[src/rtl/coin_credit_unit.sv]
// Coin credit unit: accumulates coin credit (max 60 units), vends one of three
// products when credit covers the price, and returns leftover or cancelled
// credit as a train of change pulses, one pulse per 5 units.
module coin_credit_unit (
    input  logic       clk,
    input  logic       reset,
    input  logic [1:0] coin,
    input  logic [1:0] sel,
    input  logic       sel_valid,
    input  logic       cancel,
    output logic [1:0] vend_code,
    output logic       vend_valid,
    output logic [5:0] credit,
    output logic       change_pulse,
    output logic       coin_reject,
    output logic       insufficient,
    output logic       busy
);

    typedef enum logic [2:0] {
        ACCEPT = 3'd0,
        VEND   = 3'd1,
        WAIT   = 3'd2,
        REFUND = 3'd3,
        GAP    = 3'd4
    } state_t;

    localparam logic [5:0] CREDIT_MAX = 6'd60;

    state_t     state_reg;
    logic [5:0] credit_reg;
    logic [1:0] sel_reg;
    logic [1:0] coin_prev_reg;
    logic       coin_reject_reg;
    logic       insufficient_reg;

    logic       coin_event;
    logic [5:0] coin_value;
    logic [5:0] price;
    logic [6:0] credit_sum;

    // Coin edge detection, coin/product value decode and the tentative new credit.
    always_comb begin
        coin_event = (coin != 2'b00) && (coin_prev_reg == 2'b00);
        case (coin)
            2'b01:   coin_value = 6'd5;
            2'b10:   coin_value = 6'd10;
            2'b11:   coin_value = 6'd20;
            default: coin_value = 6'd0;
        endcase
        case (sel)
            2'b01:   price = 6'd5;
            2'b10:   price = 6'd10;
            2'b11:   price = 6'd20;
            default: price = 6'd0;
        endcase
        credit_sum = {1'b0, credit_reg} + {1'b0, coin_value};
    end

    // Control FSM together with credit, latched selection and the pulse outputs.
    always_ff @(posedge clk or negedge reset) begin
        if (!reset) begin
            state_reg        <= ACCEPT;
            credit_reg       <= 6'd0;
            sel_reg          <= 2'b00;
            coin_prev_reg    <= 2'b00;
            coin_reject_reg  <= 1'b0;
            insufficient_reg <= 1'b0;
        end else begin
            coin_prev_reg    <= coin;
            coin_reject_reg  <= 1'b0;
            insufficient_reg <= 1'b0;
            // Coins are only credited while idle; anything else bounces back.
            if (coin_event && (state_reg != ACCEPT)) begin
                coin_reject_reg <= 1'b1;
            end
            case (state_reg)
                ACCEPT: begin
                    if (cancel && (credit_reg != 6'd0)) begin
                        state_reg <= REFUND;
                        if (coin_event) coin_reject_reg <= 1'b1;
                    end else if (sel_valid && (sel != 2'b00)) begin
                        if (credit_reg >= price) begin
                            credit_reg <= credit_reg - price;
                            sel_reg    <= sel;
                            state_reg  <= VEND;
                        end else begin
                            insufficient_reg <= 1'b1;
                        end
                        // A selection in the same cycle outranks the coin.
                        if (coin_event) coin_reject_reg <= 1'b1;
                    end else if (coin_event) begin
                        if (credit_sum <= {1'b0, CREDIT_MAX}) begin
                            credit_reg <= credit_sum[5:0];
                        end else begin
                            coin_reject_reg <= 1'b1;
                        end
                    end
                end
                VEND: begin
                    state_reg <= WAIT;
                end
                WAIT: begin
                    state_reg <= (credit_reg != 6'd0) ? REFUND : ACCEPT;
                end
                REFUND: begin
                    if (credit_reg >= 6'd5) credit_reg <= credit_reg - 6'd5;
                    else                    credit_reg <= 6'd0;
                    state_reg <= GAP;
                end
                GAP: begin
                    state_reg <= (credit_reg != 6'd0) ? REFUND : ACCEPT;
                end
                default: begin
                    state_reg <= ACCEPT;
                end
            endcase
        end
    end

    // Outputs decoded from registered state only.
    always_comb begin
        vend_valid   = (state_reg == VEND);
        vend_code    = (state_reg == VEND) ? sel_reg : 2'b00;
        change_pulse = (state_reg == REFUND);
        busy         = (state_reg != ACCEPT);
        credit       = credit_reg;
        coin_reject  = coin_reject_reg;
        insufficient = insufficient_reg;
    end

endmodule

[config.mk]
export PLATFORM = sky130hd
export DESIGN_NAME = coin_credit_unit
export DESIGN_NICKNAME = d
export VERILOG_FILES = /design/src/rtl/coin_credit_unit.sv
export SDC_FILE = /design/constraint.sdc
export NUM_CORES = 1
export LEC_CHECK = 0
export BUFFER_PORTS_ARGS = -buffer_cell sky130_fd_sc_hd__buf_2
export CAP_MARGIN = 20
export CORE_ASPECT_RATIO = 0.7
export CORE_UTILIZATION = 57
export CTS_CLUSTER_SIZE = 20
export DETAILED_ROUTE_END_ITERATION = 10
export PLACE_DENSITY = 0.79
export SYNTH_ARGS = -nofsm -noshare
export SYNTH_HDL_FRONTEND = slang
export SYNTH_SLANG_ARGS = --single-unit
[constraint.sdc]
create_clock -name clk -period 2.7 [get_ports clk]
set_clock_uncertainty 0.05 [all_clocks]
set_input_delay 0 -clock clk [delete_from_list [all_inputs] [get_ports clk]]
set_output_delay 0 -clock clk [all_outputs]
set_load 0.03 [all_outputs]
==> Word-level counts from Yosys, hierarchy flattened <==
Cells that the tools add are included.
{ "word_totals": {"ff_bits": 15, "in_bits": 8, "out_inout_bits": 13, "wordCells": 70} }
{ "op_classes": {"add_sub_neg": 3, "n_lt_le_gt_ge": 3, "n_eq_ne": 16, "mux": 26, "bitwise_logic": 1, "reduce_logical": 15} }
{ "ops": {"columns": ["operator", "n"], "rows": [
  ["$mux W6", 6],
  ["$pmux W5 S3", 2],
  ["$ne A3 B3 Y1 const B", 5],
  ["$pmux W3 S4", 1],
  ["$pmux W6 S2", 1],
  ["$mux W1", 11],
  ["$mux W3", 3],
  ["$eq A2 B2 Y1 const B", 4],
  ["$add A6 B6 Y7", 1],
  ["$le A7 B6 Y1 const B", 1],
  ["$eq A3 B2 Y1 const B", 2],
  ["$ge A6 B3 Y1 const B", 1],
  ["$ge A6 B6 Y1", 1],
  ["$reduce_bool A2 Y1", 3],
  ["$reduce_bool A6 Y1", 1],
  ["$sub A6 B3 Y6 const B", 1],
  ["$sub A6 B6 Y6", 1],
  ["$reduce_and A5 Y1", 1],
  ["$eq A2 B1 Y1 const B", 2],
  ["$logic_and A1 B1 Y1", 4],
  ["$mux W2", 2],
  ["$reduce_and A4 Y1", 1],
  ["$eq A3 B1 Y1 const B", 1],
  ["$eq A3 B3 Y1 const B", 1],
  ["7 further kinds", 7]
]} }

==> Depth between registers and ports, before layout <==
{ "logic_depth": {"word_depth": 9, "ltp_mapped": 11, "mapped_depth_nobuf": 11} }

==> Least setup slack after synthesis <==
No wires, ideal clock.
{ "synth_timing": {"path_kind": "reg2reg", "startpoint": "register credit_reg[1], in the netlist credit[1]", "endpoint": "register credit_reg[3], in the netlist credit[3]", "setup_time_ns": 0.129, "t_arrival_ns": 2.468, "setup_slack_ns": 0.052, "stages_incl_launch_ff": 12, "n_path_buf": 1, "synth_period_minus_slack_ns": 2.648, "path_cell_list": "dfrtp_1 -> clkbuf_1 -> inv_1 -> xnor2_1 -> ha_1 -> a21oi_1 -> o21ai_0 -> a21boi_0 -> o2111ai_2 -> o21ai_2 -> nor2b_1 -> o21ai_1"} }
{ "synth_via": {"elab_chain_cells": 6, "word_cells_on_any_way": 19, "cone_classes": "add/sub: 3; order compare: 3; eq/ne: 3; mux: 7; reduce/logical: 3"} }
{ "synth_rtl": {"columns": ["element", "line", "rtl"], "rows": [
  ["start, declared", "31", "logic [5:0] credit_reg;"],
  ["start signal, assigned", "84", "credit_reg <= credit_reg - price;"],
  ["start signal, assigned", "94", "credit_reg <= credit_sum[5:0];"],
  ["start signal, assigned", "107", "if (credit_reg >= 6'd5) credit_reg <= credit_reg - 6'd5;"],
  ["parallel branches: the longest is 6 deep, another holds $add A6 B6 Y7", null, null]
]} }
Parallel ways; which one is timed is not known. The select of a mux whose other input is x is not followed.
A chain may end at the register's enable or synchronous reset.

==> Worst setup path after layout <==
{ "layout_timing": {"startpoint": "register credit_reg[0], in the netlist credit[0]", "endpoint": "register credit_reg[3], in the netlist credit[3]"} }
The elaborated chain is that of the path after synthesis.

==> flow_metrics.env <==
export IMPL_run_status="complete, no violations"
export IMPL_die_height_microns=45.1
export IMPL_insertion_delay_ns=0.26
export IMPL_die_area_sq_um=2870
export IMPL_core_sq_um=2500
export IMPL_reg2reg_depth=10
export IMPL_synth_nets=207
export IMPL_largest_reg_flops=6
export IMPL_worst_setup_path_end_kind="flop"
export IMPL_preCtsSetupSlack_ns=0.0858
export IMPL_ctsHtreeMaxLevel=1
export IMPL_whs_endpoint="sel_reg[0]$_DFFE_PN0P_"
export IMPL_slew_violations=0
export IMPL_relSlewSlack_pct=64.3
export IMPL_path_cells="inv_1, ha_1, fa_1, nand2b_1, a21oi_2, o31ai_1, a32oi_1, o21ai_4, nor2b_1, o21ai_1"
export IMPL_synth_common_cells="23 x nor2_1, 16 x a21oi_1, 15 x dfrtp_1, 13 x o21ai_0, 12 x ha_1"
export IMPL_antenna_found_initial=0
export IMPL_yosysTopAreaCellShare_pct=24.8
export IMPL_drtIter0Drc=100
export IMPL_fmax_mhz=389
export IMPL_hold_path_class="primary input to flop"
export IMPL_max_clock_path_buffers=2
export IMPL_cpLargestDelayFamily="compound AO/OA/AOI/OAI gates"
export IMPL_drt_pass1_iterations=4
export IMPL_timing_setup_tns_ns=0
export IMPL_cts_sinks=15
export IMPL_synthArstFlopShare_pct=100
export IMPL_p_total_mw=2.06
export IMPL_min_period_over_period_pct=95.3
export IMPL_vdd_drop_max_mv=0.665
export IMPL_cts_tree="built"
export IMPL_die_w_microns=63.6
export IMPL_r2r_end="credit[3]$_DFFE_PN0P_"
export IMPL_grt_pass1_wl_mm=6.36
export IMPL_cp_data_required_time_ns=2.83
export IMPL_wl_mm=4.13
export IMPL_yosysUniqueCellTypes=56
export IMPL_slowest_stage="dfrtp_2"
export IMPL_synth_area_leaders="dfrtp_1 25%, ha_1 9.9%, nor2_1 5.7%"
export IMPL_clk_pin_slew_ns=0.07
export IMPL_crit_arrival_ns=2.71
export IMPL_fin_crit_ns=2.57
export IMPL_finalSetupViolations=0
export IMPL_area_growth_pct=16.0
export IMPL_grtUsageTotal_pct=30.3
export IMPL_hold_slack_ns=0.00395
export IMPL_ant_nets=0
export IMPL_hp_start="sel[0]"
export IMPL_crit_type="flop to flop"
export IMPL_clock_root_buffer="clkbuf_8"
export IMPL_vias=1526
export IMPL_syn_instance_count=186
export IMPL_crit_path_max_fanout=10
export IMPL_numCtsBuffers=3
export IMPL_initial_core_util_pct=60.6
export IMPL_synth_seq_cells=15
export IMPL_hold_depth=2
export IMPL_synth_most_common_cell="nor2_1"
export IMPL_rsz0062_at_grt="no"
export IMPL_hold_violations=0
export IMPL_syn_area_sq_um=1510
export IMPL_grt_max_degree=16
export IMPL_p_leak_nw=0.780
export IMPL_worst_path_buf_inv=1
export IMPL_nets=235
export IMPL_worst_pin_slew_ns=0.535
export IMPL_diodes=0
export IMPL_drive_above_1_share_pct=20.7
export IMPL_wire_per_inst_microns=16.7
export IMPL_routabilityCongestion=0.913
export IMPL_dominantRegCellSynth="dfrtp_1"
export IMPL_worst_slack_ns=0.126
export IMPL_yosysTopAreaCell="dfrtp_1"
export IMPL_overflow=0
export IMPL_worstSetupStartpointType="flop"
export IMPL_portBuffers=20
export IMPL_viasPerCell=6.18
export IMPL_r2r_slack_ns=0.13
export IMPL_slowest_delay_ns=0.41
export IMPL_rows=15
export IMPL_drc=0
export IMPL_seq_area_frac_synth_pct=24.8
export IMPL_yosys_warnings=0
export IMPL_avgSynthCellArea_sq_um=8.13
export IMPL_hpwl_mm=3.10
export IMPL_grt_pass1_vias=1321
export IMPL_rr_startpoint="credit[0]$_DFFE_PN0P_"
export IMPL_powerDensity_nw_per_um2=1180
export IMPL_synth_edf_count=0
export IMPL_ios=21
export IMPL_drv_cap=0
-- what timing repair did --
item / in CTS / in global routing
hold buffers: 4 / 0
gates resized for setup: 0 / 4
buffers inserted: 0 / 0
hold endpoints to repair: 18 / 0
endpoints found under the setup margin: 0 / 6
-- through the flow --
stage | std cells | area (sq um) | utilization [%]
finish | 247 | 1750 | 70.3
global route | 247 | 1750 | 70.3
detailed placement | 239 | 1660 | 66.3
floorplan | 186 | 1510 | -
global placement | 239 | 1660 | 66.3
CTS | 247 | 1740 | 69.8
-- worst max path at each step --
stage,from,end,slack [ns],cells past startpoint
2_1_floorplan,credit[1]$_DFFE_PN0P_,credit[3]$_DFFE_PN0P_,0.05,11
5_1_grt,credit[0]$_DFFE_PN0P_,credit[3]$_DFFE_PN0P_,0.003,10
4_1_cts,credit[0]$_DFFE_PN0P_,credit[3]$_DFFE_PN0P_,0.08,10
3_3_place_gp,credit[0]$_DFFE_PN0P_,credit[2]$_DFFE_PN0P_,0.24,10
3_5_place_dp,credit[0]$_DFFE_PN0P_,credit[2]$_DFFE_PN0P_,0.09,10
6_report,credit[0]$_DFFE_PN0P_,credit[3]$_DFFE_PN0P_,0.13,10
-- layout by cell type (no fill, tap or decap), types with 5 or more instances in the layout --
master	synthesis	layout
nand2b_1	5	5
nor2_1	23	23
a21oi_1	16	15
nor3_1	8	8
ha_1	12	12
nand2_1	11	11
o31ai_1	5	5
dfrtp_1	15	14
o21ai_0	13	13
inv_1	7	7
buf_2	0	20
-- power breakdown --
part / internal (mW) / switching (mW) / total [mW]
logic: 0.534 / 0.911 / 1.44
clock network: 0.103 / 0.0889 / 0.192
registers: 0.313 / 0.113 / 0.425
total: 0.949 / 1.11 / 2.06
-- logic make-up (layout without fill, tap and decap cells) --
logic type	count (synthesis)	in the layout	share of synthesized area, %
AND/OR/NAND/NOR	73	73	26.0
multiplexers	2	2	1.49
AO/OA/AOI/OAI	64	64	28.4
XOR/XNOR	5	5	3.39
buffers and inverters	13	40	3.97
flip-flops	15	15	24.8
adder cells (fa/ha/maj)	14	14	12.0
-- final cells by class --
class                           count  area, sq um
Fill cell                         204          742
Sequential cell                    15          377
Tap cell                           34         42.5
Inverter                            8         30.0
Clock inverter                      1         5.00
Multi-Input combinational cell    158         1090
Timing Repair Buffer               28          170
Clock buffer                        3         41.3
-- layer usage --
layer / up-vias / track usage (%) / wire, microns
met2: 84 / 47.2 / 1820
li1: 739 / - / -
met1: 697 / 43.2 / 1880
met5: - / 0 / 0
met4: 0 / 9.55 / 65
met3: 6 / 5.30 / 358
No activity file was read; power rests on OpenSTA's default activity.
